--- config.mk ---
export PLATFORM = sky130hd
export DESIGN_NAME = dma
export DESIGN_NICKNAME = d
export VERILOG_FILES = /design/src/rtl/dma.sv
export SDC_FILE = /design/constraint.sdc
export NUM_CORES = 1
export LEC_CHECK = 0
export CAP_MARGIN = 10
export CORE_MARGIN = 1
export CORE_UTILIZATION = 33
export CTS_BUF_LIST = sky130_fd_sc_hd__clkbuf_8
export DETAILED_ROUTE_END_ITERATION = 16
export GPL_TIMING_DRIVEN = 0
export SETUP_SLACK_MARGIN = 0.02
export SLEW_MARGIN = 20
export SYNTH_ARGS = -nofsm -noshare
export SYNTH_HDL_FRONTEND = slang
export SYNTH_SLANG_ARGS = --single-unit
--- constraint.sdc ---
create_clock -name clk -period 5.25 [get_ports clk]
set_input_delay 0.525 -clock clk [delete_from_list [all_inputs] [get_ports clk]]
set_output_delay 0.525 -clock clk [all_outputs]
set_load 0.05 [all_outputs]
--- src/rtl/dma.sv ---
// Word-block memory-to-memory copy engine: 4-word register responder plus a bus initiator.
// Each word is read from src, then written to dst; irq is raised on completion when enabled.
module dma (
  input  logic        clk,
  input  logic        rst,
  input  logic        stb,
  input  logic        we,
  input  logic [1:0]  addr,
  input  logic [31:0] data_in,
  output logic [31:0] data_out,
  output logic        ack,
  output logic        irq,
  output logic        m_stb,
  output logic        m_we,
  output logic [21:0] m_addr,
  input  logic [31:0] m_din,
  output logic [31:0] m_dout,
  input  logic        m_ack
);

  typedef enum logic [1:0] {IDLE, RD, WR} state_t;

  state_t      state;
  logic [21:0] src;
  logic [21:0] dst;
  logic [15:0] cnt;
  logic [31:0] buffer;
  logic        ien;
  logic        done;
  logic        abort_pend;

  logic        busy;
  logic        reg_wr;
  logic        ctl_wr;
  logic        abort_now;
  logic [21:0] src_inc;
  logic [21:0] dst_inc;
  logic [15:0] cnt_dec;
  logic        unused_bits;

  assign busy      = (state != IDLE);
  assign reg_wr    = stb & we;
  assign ctl_wr    = reg_wr & (addr == 2'd3);
  assign abort_now = ctl_wr & data_in[2];
  assign src_inc   = src + 22'd1;
  assign dst_inc   = dst + 22'd1;
  assign cnt_dec   = (cnt == 16'd0) ? 16'd0 : cnt - 16'd1;

  assign ack         = stb;
  assign irq         = done & ien;
  assign m_dout      = buffer;
  assign unused_bits = ^data_in[31:24];

  always_comb begin
    data_out = 32'h0;
    case (addr)
      2'd0: data_out = {8'h00, src, 2'b00};
      2'd1: data_out = {8'h00, dst, 2'b00};
      2'd2: data_out = {16'h0000, cnt};
      2'd3: data_out = {29'b0, done, ien, busy};
      default: data_out = 32'h0;
    endcase
  end

  always_ff @(posedge clk or posedge rst) begin
    if (rst) begin
      state      <= IDLE;
      src        <= 22'd0;
      dst        <= 22'd0;
      cnt        <= 16'd0;
      buffer     <= 32'h0;
      ien        <= 1'b0;
      done       <= 1'b0;
      abort_pend <= 1'b0;
      m_stb      <= 1'b0;
      m_we       <= 1'b0;
      m_addr     <= 22'd0;
    end else begin
      if (reg_wr && !busy) begin
        case (addr)
          2'd0:    src <= data_in[23:2];
          2'd1:    dst <= data_in[23:2];
          2'd2:    cnt <= data_in[15:0];
          default: ;
        endcase
      end
      if (ctl_wr) begin
        ien  <= data_in[1];
        done <= 1'b0;
      end
      // An abort while idle is meaningless, so START+ABORT from idle behaves as START.
      if (abort_now && busy)
        abort_pend <= 1'b1;

      case (state)
        IDLE: begin
          if (ctl_wr && data_in[0]) begin
            if (cnt != 16'd0) begin
              state  <= RD;
              m_stb  <= 1'b1;
              m_we   <= 1'b0;
              m_addr <= src;
            end else begin
              done <= 1'b1;
            end
          end
        end
        RD: begin
          if (m_ack) begin
            buffer <= m_din;
            if (abort_pend || abort_now) begin
              state      <= IDLE;
              m_stb      <= 1'b0;
              m_we       <= 1'b0;
              m_addr     <= 22'd0;
              abort_pend <= 1'b0;
            end else begin
              state  <= WR;
              m_we   <= 1'b1;
              m_addr <= dst;
            end
          end
        end
        WR: begin
          if (m_ack) begin
            src <= src_inc;
            dst <= dst_inc;
            cnt <= cnt_dec;
            if (abort_pend || abort_now || cnt_dec == 16'd0) begin
              state      <= IDLE;
              m_stb      <= 1'b0;
              m_we       <= 1'b0;
              m_addr     <= 22'd0;
              abort_pend <= 1'b0;
              if (!(abort_pend || abort_now))
                done <= 1'b1;
            end else begin
              state  <= RD;
              m_we   <= 1'b0;
              m_addr <= src_inc;
            end
          end
        end
        default: begin
          state  <= IDLE;
          m_stb  <= 1'b0;
          m_we   <= 1'b0;
          m_addr <= 22'd0;
        end
      endcase
    end
  end

endmodule

==> results of run 1 <==
[power by group through the flow]
stage / logic (uW) / registers, uW / clock network, uW
6_report: 3990 / 1800 / 853
5_1_grt: 4280 / 1860 / 909
4_1_cts: 3980 / 1790 / 868
3_5_place_dp: 3970 / 1810 / 0
3_3_place_gp: 3940 / 1790 / 0
2_1_floorplan: 2070 / 2420 / 0
[through the flow]
stage	cells	total power, uW
floorplan	813	4490
global placement	1237	5730
detailed placement	1238	5770
CTS	1270	6630
global route	1270	7050
finish	1270	6640
[cells by family (layout without fill, tap and decap cells)]
kind of cell / Yosys count / count (layout) / share of synthesized area (%)
AOI/OAI and AO/OA: 217 / 217 / 20.7
buffers and inverters: 89 / 266 / 5.40
xor gates and xnor gates: 23 / 23 / 2.75
and+or+nand+nor: 281 / 281 / 18.8
DFF: 121 / 121 / 41.3
adders and majority gates: 7 / 7 / 1.19
muxes: 67 / 67 / 9.87
other: 1 / 8 / 0.0511
[cells in the mapped netlist (all sizes together), types with 14 or more instances]
master  number  share of area, %
a21oi       36               2.5
a221o       24               3.3
a22oi       20               2.0
buf         25               2.1
clkbuf      48               2.5
dfrtp      121                41
inv         16              0.82
mux2        33               5.1
mux2i       33               4.5
nand2       80               4.1
nand3       23               1.6
nand4       16               1.4
nor2        84               4.3
nor3        19               1.4
o21ai       58               4.0
o22ai       14               1.2
xnor2       20               2.4
[cell type report]
cell class / instances / area, sq um / share of cell area (%)
tap: 280 / 350 / 3.66
multi-input combinational: 603 / 3940 / 41.1
timing repair buffer: 145 / 1470 / 15.3
inverter: 16 / 67.6 / 0.705
clock inverter: 13 / 129 / 1.35
sequential: 121 / 3030 / 31.6
clock buffer: 19 / 262 / 2.73
buffer: 73 / 337 / 3.51
[routing by layer]
layer | GRT usage [%] | vias to the layer above | part of all wire, %
met5 | 0 | - | 0
met4 | 9.75 | 0 | 3.0
met1 | 31.1 | 3402 | 43
met3 | 4.01 | 49 | 8.7
met2 | 35.8 | 345 | 45
li1 | - | 3314 | -
[critical path, delay by kind of cell]
kind	cells	cell delay, ns
buffers and inverters	4	2.60
multiplexers	1	0.16
AO/OA/AOI/OAI	1	0.34
[registers in the layout, summed over array words and instances, names as in the netlist]
signal and count:
abort_pend 1, m_dout 32, src 22, cnt 16, ien 1, state 2
m_addr 22, done 1, m_we 1, m_stb 1, dst 22
[path summary, 6_finish.rpt]
| path | startpoint | end | cells past startpoint |
|---|---|---|---|
| hold / removal | rst | m_dout[19] | 2 |
| setup / recovery | addr[1] | data_out[13] | 6 |
| setup reg to reg | state[1] | src[8] | 9 |
| hold reg to reg | m_we | m_we | 2 |
| min in group clk | m_we | m_we | 2 |
| max in group asynchronous | rst | cnt[5] | 3 |
==> reports/qor.csv, run 1 <==
stage,metric,value,unit
logic_synthesis,Post-synth EDFFs,0,
power_and_ir_drop,Leak,0.00385,uW
power_and_ir_drop,Sequential Power Share,27.1,%
critical_path,Setup crit end kind,output pin,
detailed_routing,Routed WL,25400,microns
power_and_ir_drop,Int Power,3280,uW
floorplan,die width,151,microns
clock_tree,clk sink count,121,
place,Placed Instance Area,0.00919,sq mm
logic_synthesis,"Async S/R FF share, synth",100,%
clock_tree,"CTS clk-pin slew, worst paths",0.08,ns
sta,setup_tns,0,ns
cells_and_area,fin area,0.00958,sq mm
sta,top achievable clock speed,241,MHz
logic_synthesis,Synth Register Bits,121,
floorplan,Die ar.,0.0228,sq mm
sta,Max-slew headroom,36.3,%
critical_path,Crit path top cell by count,clkdlybuf4s50_1,
clock_tree,TritonCTS clock tree,yes,
floorplan,Ports,161,
logic_synthesis,Yosys Warn Count,0,
critical_path,FF-to-FF setup slack,1.89,ns
sta,clk_skew,0.0131,ns
logic_synthesis,Unique masters post-synth,71,
place,dpl ws,1.18,ns
critical_path,CP peak stage delay,0.88,ns
critical_path,CP max-delay cell,clkdlybuf4s50_1,
logic_synthesis,Syn Area/Cell,9.10,sq um
cells_and_area,"Area growth, synth to finish",30.6,%
sta,final worst-path cycle share,79.2,%
cells_and_area,# nets final,1055,
floorplan,Initial Util,33.6,%
global_routing,grt ovf,0,
floorplan,Rows,54,
place,Port Buf Inserts,144,
detailed_routing,1st-pass router iterations,5,
clock_tree,post-CTS resize count,0,
floorplan,core footprint,0.0218,sq mm
logic_synthesis,part of the Yosys area used for sequential elements,41.3,%
outcome,outcome,finished clean,
critical_path,"Critical Path, Cell by Cell",clkdlybuf4s50_1 > buf_1 > clkbuf_1 > mux2i_1 > o21ai_0 > clkdlybuf4s50_1,
critical_path,Startpoint Class,input port,
critical_path,crit-path max FO,10,
sta,RSZ-0062 raised after global routing,false,
power_and_ir_drop,Worst IR Drop VDD,0.229,mV
power_and_ir_drop,Clock power frac,12.8,%
critical_path,WS Path Type,in2out,
detailed_routing,DRT iter0 DRCs,619,
clock_tree,number of setup buffers added after CTS,0,
clock_tree,H-tree depth,4,
cells_and_area,layout cell share with drive strength beyond 1,10.0,%
global_routing,largest net degree at the start of global routing,88,
logic_synthesis,Post-Syn Area,0.00734,sq mm
floorplan,Die H,151,microns
sta,Min Hold Slack,0.429,ns
global_routing,vias in the first global route,6604,
power_and_ir_drop,Comb power frac,60.0,%
power_and_ir_drop,pwr dens,693,mW/mm^2
clock_tree,CTS Hold Bufs,0,
global_routing,GRT Total Usage,22.9,%
cells_and_area,Filler Cell Count,2177,
sta,"Slew Viols, Final",0,
cells_and_area,# diodes,0,
cells_and_area,"leading cell types in the layout, fill and taps excluded","144 x clkdlybuf4s50_1, 121 x dfrtp_1, 84 x nor2_1",
place,RD Place Congestion,0.956,
critical_path,required time of the critical path,4.72,ns
sta,final worst setup slack,1.09,ns
detailed_routing,Routed Antenna Nets,0,
critical_path,Worst Path Arrival,3.63,ns
sta,"Setup violations, final",0,
detailed_routing,wire length per cell,20.0,microns
global_routing,initial antenna violation count,0,
cells_and_area,"most common cell after layout, fill and taps aside",clkdlybuf4s50_1,
sta,crit path time final,4.16,ns
global_routing,first-pass GRT wire length,38800,microns
cells_and_area,final core occ,43.9,%
power_and_ir_drop,NetSw,3370,uW
detailed_routing,DRC errors left,0,
clock_tree,Root Buffer,clkbuf_8,
detailed_routing,Vias,7110,
power_and_ir_drop,switching share of power,50.7,%
clock_tree,worst skew pair latency,0.46,ns
worst_hold_path,min-delay worst type,in2async,
clock_tree,cts bufs inserted,17,
logic_synthesis,top_reg_cell synth,dfrtp_1,
place,DP HPWL,19200,microns
logic_synthesis,Post-Syn Instances,806,
clock_tree,Longest Clk Path Bufs,2,
detailed_routing,Via density,5.60,
run,maxcap violations,0,
sta,Slew @ Worst Pin,0.950,ns
sta,final hold violation count,0,
Note: power is estimated with default switching activity, not from simulation.
==> inputs of run 2 (changes only) <==
==> constraint.sdc (replaced) <==
create_clock -name clk -period 4 [get_ports clk]
set_input_delay 0.4 -clock clk [delete_from_list [all_inputs] [get_ports clk]]
set_output_delay 0.4 -clock clk [all_outputs]
set_load 0.05 [all_outputs]
==> results of run 2 <==
Same layout as run 1 (identical final DEF). Status: finished clean.
Main changes from that run: setup slack after placement 1.18 ns -> 0.178 ns; setup slack after layout 1.09 ns -> 0.0920 ns; hold slack 0.429 ns -> 0.304 ns; register-to-register setup slack 1.89 ns -> 0.64 ns; total power 6640 uW -> 8720 uW; worst IR drop on VDD 0.229 mV -> 0.300 mV
==> inputs of run 3 (changes only) <==
--- a/config.mk
+++ b/config.mk
@@ -5,6 +5,7 @@
 export SDC_FILE = /design/constraint.sdc
 export NUM_CORES = 1
 export LEC_CHECK = 0
+export ABC_AREA = 1
 export CAP_MARGIN = 10
 export CORE_MARGIN = 1
 export CORE_UTILIZATION = 33
@@ -12,6 +13,7 @@
 export DETAILED_ROUTE_END_ITERATION = 16
 export GPL_TIMING_DRIVEN = 0
 export SETUP_SLACK_MARGIN = 0.02
+export SKIP_LAST_GASP = 1
 export SLEW_MARGIN = 20
 export SYNTH_ARGS = -nofsm -noshare
 export SYNTH_HDL_FRONTEND = slang
==> run 3 against run 2 <==
  * Flip-flop and latch count is the same
  * Register-to-register slack improved by 0.50 ns
  * Die area is 3.9% higher
  * Sequential power fell by 3%
  * Setup slack better by 0.42 ns
  * Wire length up 6.2%
  * Count of clock-buffer cells in the layout is 1 lower
  * Highest routed layer unchanged
  * Maximum frequency is 12% higher
  * Clock skew about the same
==> reports/qor.csv, run 3 <==
stage,metric,value,unit
global_routing,first-pass GRT wire length,41600,microns
cells_and_area,"Area growth, synth to finish",30.1,%
sta,crit path time final,3.49,ns
logic_synthesis,Post-synth EDFFs,0,
logic_synthesis,top_reg_cell synth,dfrtp_1,
sta,top achievable clock speed,287,MHz
cells_and_area,layout cell share with drive strength beyond 1,10.7,%
cells_and_area,max reg flops,32,
cells_and_area,final core occ,43.8,%
sta,"Slew Viols, Final",0,
logic_synthesis,Synth Register Bits,121,
detailed_routing,Vias,7642,
outcome,outcome,finished clean,
power_and_ir_drop,switching share of power,52.3,%
clock_tree,TritonCTS clock tree,yes,
clock_tree,Longest Clk Path Bufs,2,
power_and_ir_drop,NetSw,4520,uW
sta,RSZ-0062 raised after global routing,false,
clock_tree,Root Buffer,clkbuf_8,
power_and_ir_drop,Worst IR Drop VDD,0.522,mV
logic_synthesis,Post-Syn Area,0.00763,sq mm
critical_path,r2r startpoint,cnt[0],
power_and_ir_drop,Leak,0.00456,uW
floorplan,Die H,154,microns
detailed_routing,wire length per cell,18.1,microns
cells_and_area,# nets final,1271,
cells_and_area,"leading cell types in the layout, fill and taps excluded","262 x nand2_1, 144 x clkdlybuf4s50_1, 135 x inv_1",
logic_synthesis,part of the Yosys area used for sequential elements,39.7,%
logic_synthesis,Yosys Warn Count,0,
power_and_ir_drop,Sequential Power Share,26.6,%
sta,final hold violation count,0,
sta,final worst setup slack,0.512,ns
run,maxcap violations,0,
detailed_routing,1st-pass router iterations,5,
power_and_ir_drop,Int Power,4120,uW
global_routing,grt ovf,0,
place,Placed Instance Area,0.00949,sq mm
detailed_routing,DRT iter0 DRCs,675,
sta,Slew @ Worst Pin,0.769,ns
sta,setup_tns,0,ns
power_and_ir_drop,Comb power frac,58.9,%
detailed_routing,Routed WL,27000,microns
floorplan,core footprint,0.0226,sq mm
critical_path,Setup crit end kind,output pin,
sta,Max-slew headroom,48.7,%
global_routing,initial antenna violation count,1,
logic_synthesis,Post-Syn Instances,1022,
global_routing,GRT Total Usage,23.2,%
critical_path,crit-path max FO,10,
floorplan,Initial Util,33.7,%
place,RD Place Congestion,0.942,
logic_synthesis,Area contributors post-synth,"dfrtp_1 40%, nand2_1 13%, inv_1 6.7%, o21ai_0 6.3%, mux2_2 4.7%",
detailed_routing,Routed Antenna Nets,0,
global_routing,vias in the first global route,7424,
place,dpl ws,0.542,ns
logic_synthesis,"Async S/R FF share, synth",100,%
floorplan,Rows,55,
clock_tree,cts bufs inserted,17,
cells_and_area,fin area,0.00992,sq mm
worst_hold_path,min-delay worst type,in2async,
critical_path,critical path startpoint,addr[1],
power_and_ir_drop,pwr dens,871,mW/mm^2
logic_synthesis,commonest cells in the netlist,"262 x nand2_1, 136 x inv_1, 121 x dfrtp_1",
logic_synthesis,Syn Area/Cell,7.46,sq um
clock_tree,clk sink count,121,
cells_and_area,Filler Cell Count,2323,
logic_synthesis,"count leader, synth",nand2_1,
critical_path,WS Path Type,in2out,
floorplan,Ports,161,
detailed_routing,DRC errors left,0,
logic_synthesis,post-synth top area share,39.7,%
clock_tree,post-CTS resize count,0,
floorplan,Die ar.,0.0237,sq mm
critical_path,required time of the critical path,3.60,ns
place,Port Buf Inserts,144,
cells_and_area,"most common cell after layout, fill and taps aside",nand2_1,
logic_synthesis,Unique masters post-synth,43,
clock_tree,number of setup buffers added after CTS,0,
sta,clk_skew,0.0129,ns
logic_synthesis,largest area contributor in the netlist,dfrtp_1,
power_and_ir_drop,Clock power frac,14.5,%
sta,"Setup violations, final",0,
floorplan,die width,154,microns
clock_tree,CTS Hold Bufs,0,
clock_tree,H-tree depth,4,
clock_tree,"CTS clk-pin slew, worst paths",0.09,ns
critical_path,Startpoint Class,input port,
global_routing,largest net degree at the start of global routing,74,
detailed_routing,Via density,5.12,
critical_path,Worst Path Arrival,3.09,ns
sta,final worst-path cycle share,87.2,%
place,DP HPWL,20400,microns
clock_tree,worst skew pair latency,0.47,ns
[run 3: changes by cell type after synthesis, sizes merged, moves of 9 or more]
cell and delta:
nand2 +185, inv +123, nand3 +45, o21ai +45, mux2i -32, a221o -24
xnor2 -20, o22ai +19, a22oi -18, clkbuf -17, xor2 +16, o221ai +13
nor4 -11, nor2 -9
[run 3: per-stage QoR]
step           instances  hold slack [ns]  total power (uW)
3_3_place_gp        1458            0.466              7300
6_report            1492            0.321              8640
4_1_cts             1491            0.334              8630
2_1_floorplan       1029            0.521              5720
5_1_grt             1491            0.331              9220
3_5_place_dp        1459            0.465              7350
[run 3: area by class of cell]
class,count,area (sq um),area share [%]
flip-flops and latches,121,3030,30.5
well taps,285,357,3.59
multi-input cells,716,3840,38.7
diodes,1,2.50,0.0252
clock inverters,14,184,1.85
inverters,141,537,5.41
clock buffers,18,248,2.50
plain buffers,51,255,2.57
repair buffers,145,1470,14.8
[run 3: critical path: stages]
cell and delay [ns]:
clkdlybuf4s50_1 0.52, nor2_1 0.41, inv_1 0.18, clkbuf_1 0.31
o221ai_1 0.39, clkdlybuf4s50_1 0.88
[run 3: kinds of logic (layout without fill, tap and decap cells)]
logic type,count (synthesis),in the layout,synth area share (%)
buffers and inverters,192,369,10.3
and+or+nand+nor,431,431,25.4
muxes,33,33,4.85
adders and majority gates,7,7,1.15
xor gates and xnor gates,19,19,2.18
AOI/OAI and AO/OA,218,218,16.4
DFF,121,121,39.7
other,1,9,0.0492
[run 3: per-layer routing]
metal / vias to the layer above / track usage [%] / routed length [microns]
met4: 0 / 11.1 / 958
met1: 3575 / 30.1 / 11800
met5: - / 0 / 0
met2: 326 / 35.7 / 11800
li1: 3690 / - / -
met3: 51 / 6.17 / 2410
[run 3: power by group through the flow]
stage          sequential [uW]  clock, uW  combinational (uW)
2_1_floorplan             3180          0                2540
3_3_place_gp              2290          0                5010
3_5_place_dp              2310          0                5040
4_1_cts                   2290       1280                5060
5_1_grt                   2380       1320                5510
6_report                  2300       1250                5090
[run 3: final timing paths]
| kind | to | slack [ns] | cells after the start |
|---|---|---|---|
| setup / recovery | data_out[13] | 0.51 | 6 |
| hold / removal | m_addr[20] | 0.32 | 2 |
| setup reg to reg | m_addr[4] | 1.14 | 12 |
| hold reg to reg | m_addr[7] | 0.48 | 2 |
| max in group asynchronous | dst[6] | 2.98 | 3 |
| min in group clk | m_addr[7] | 0.48 | 2 |
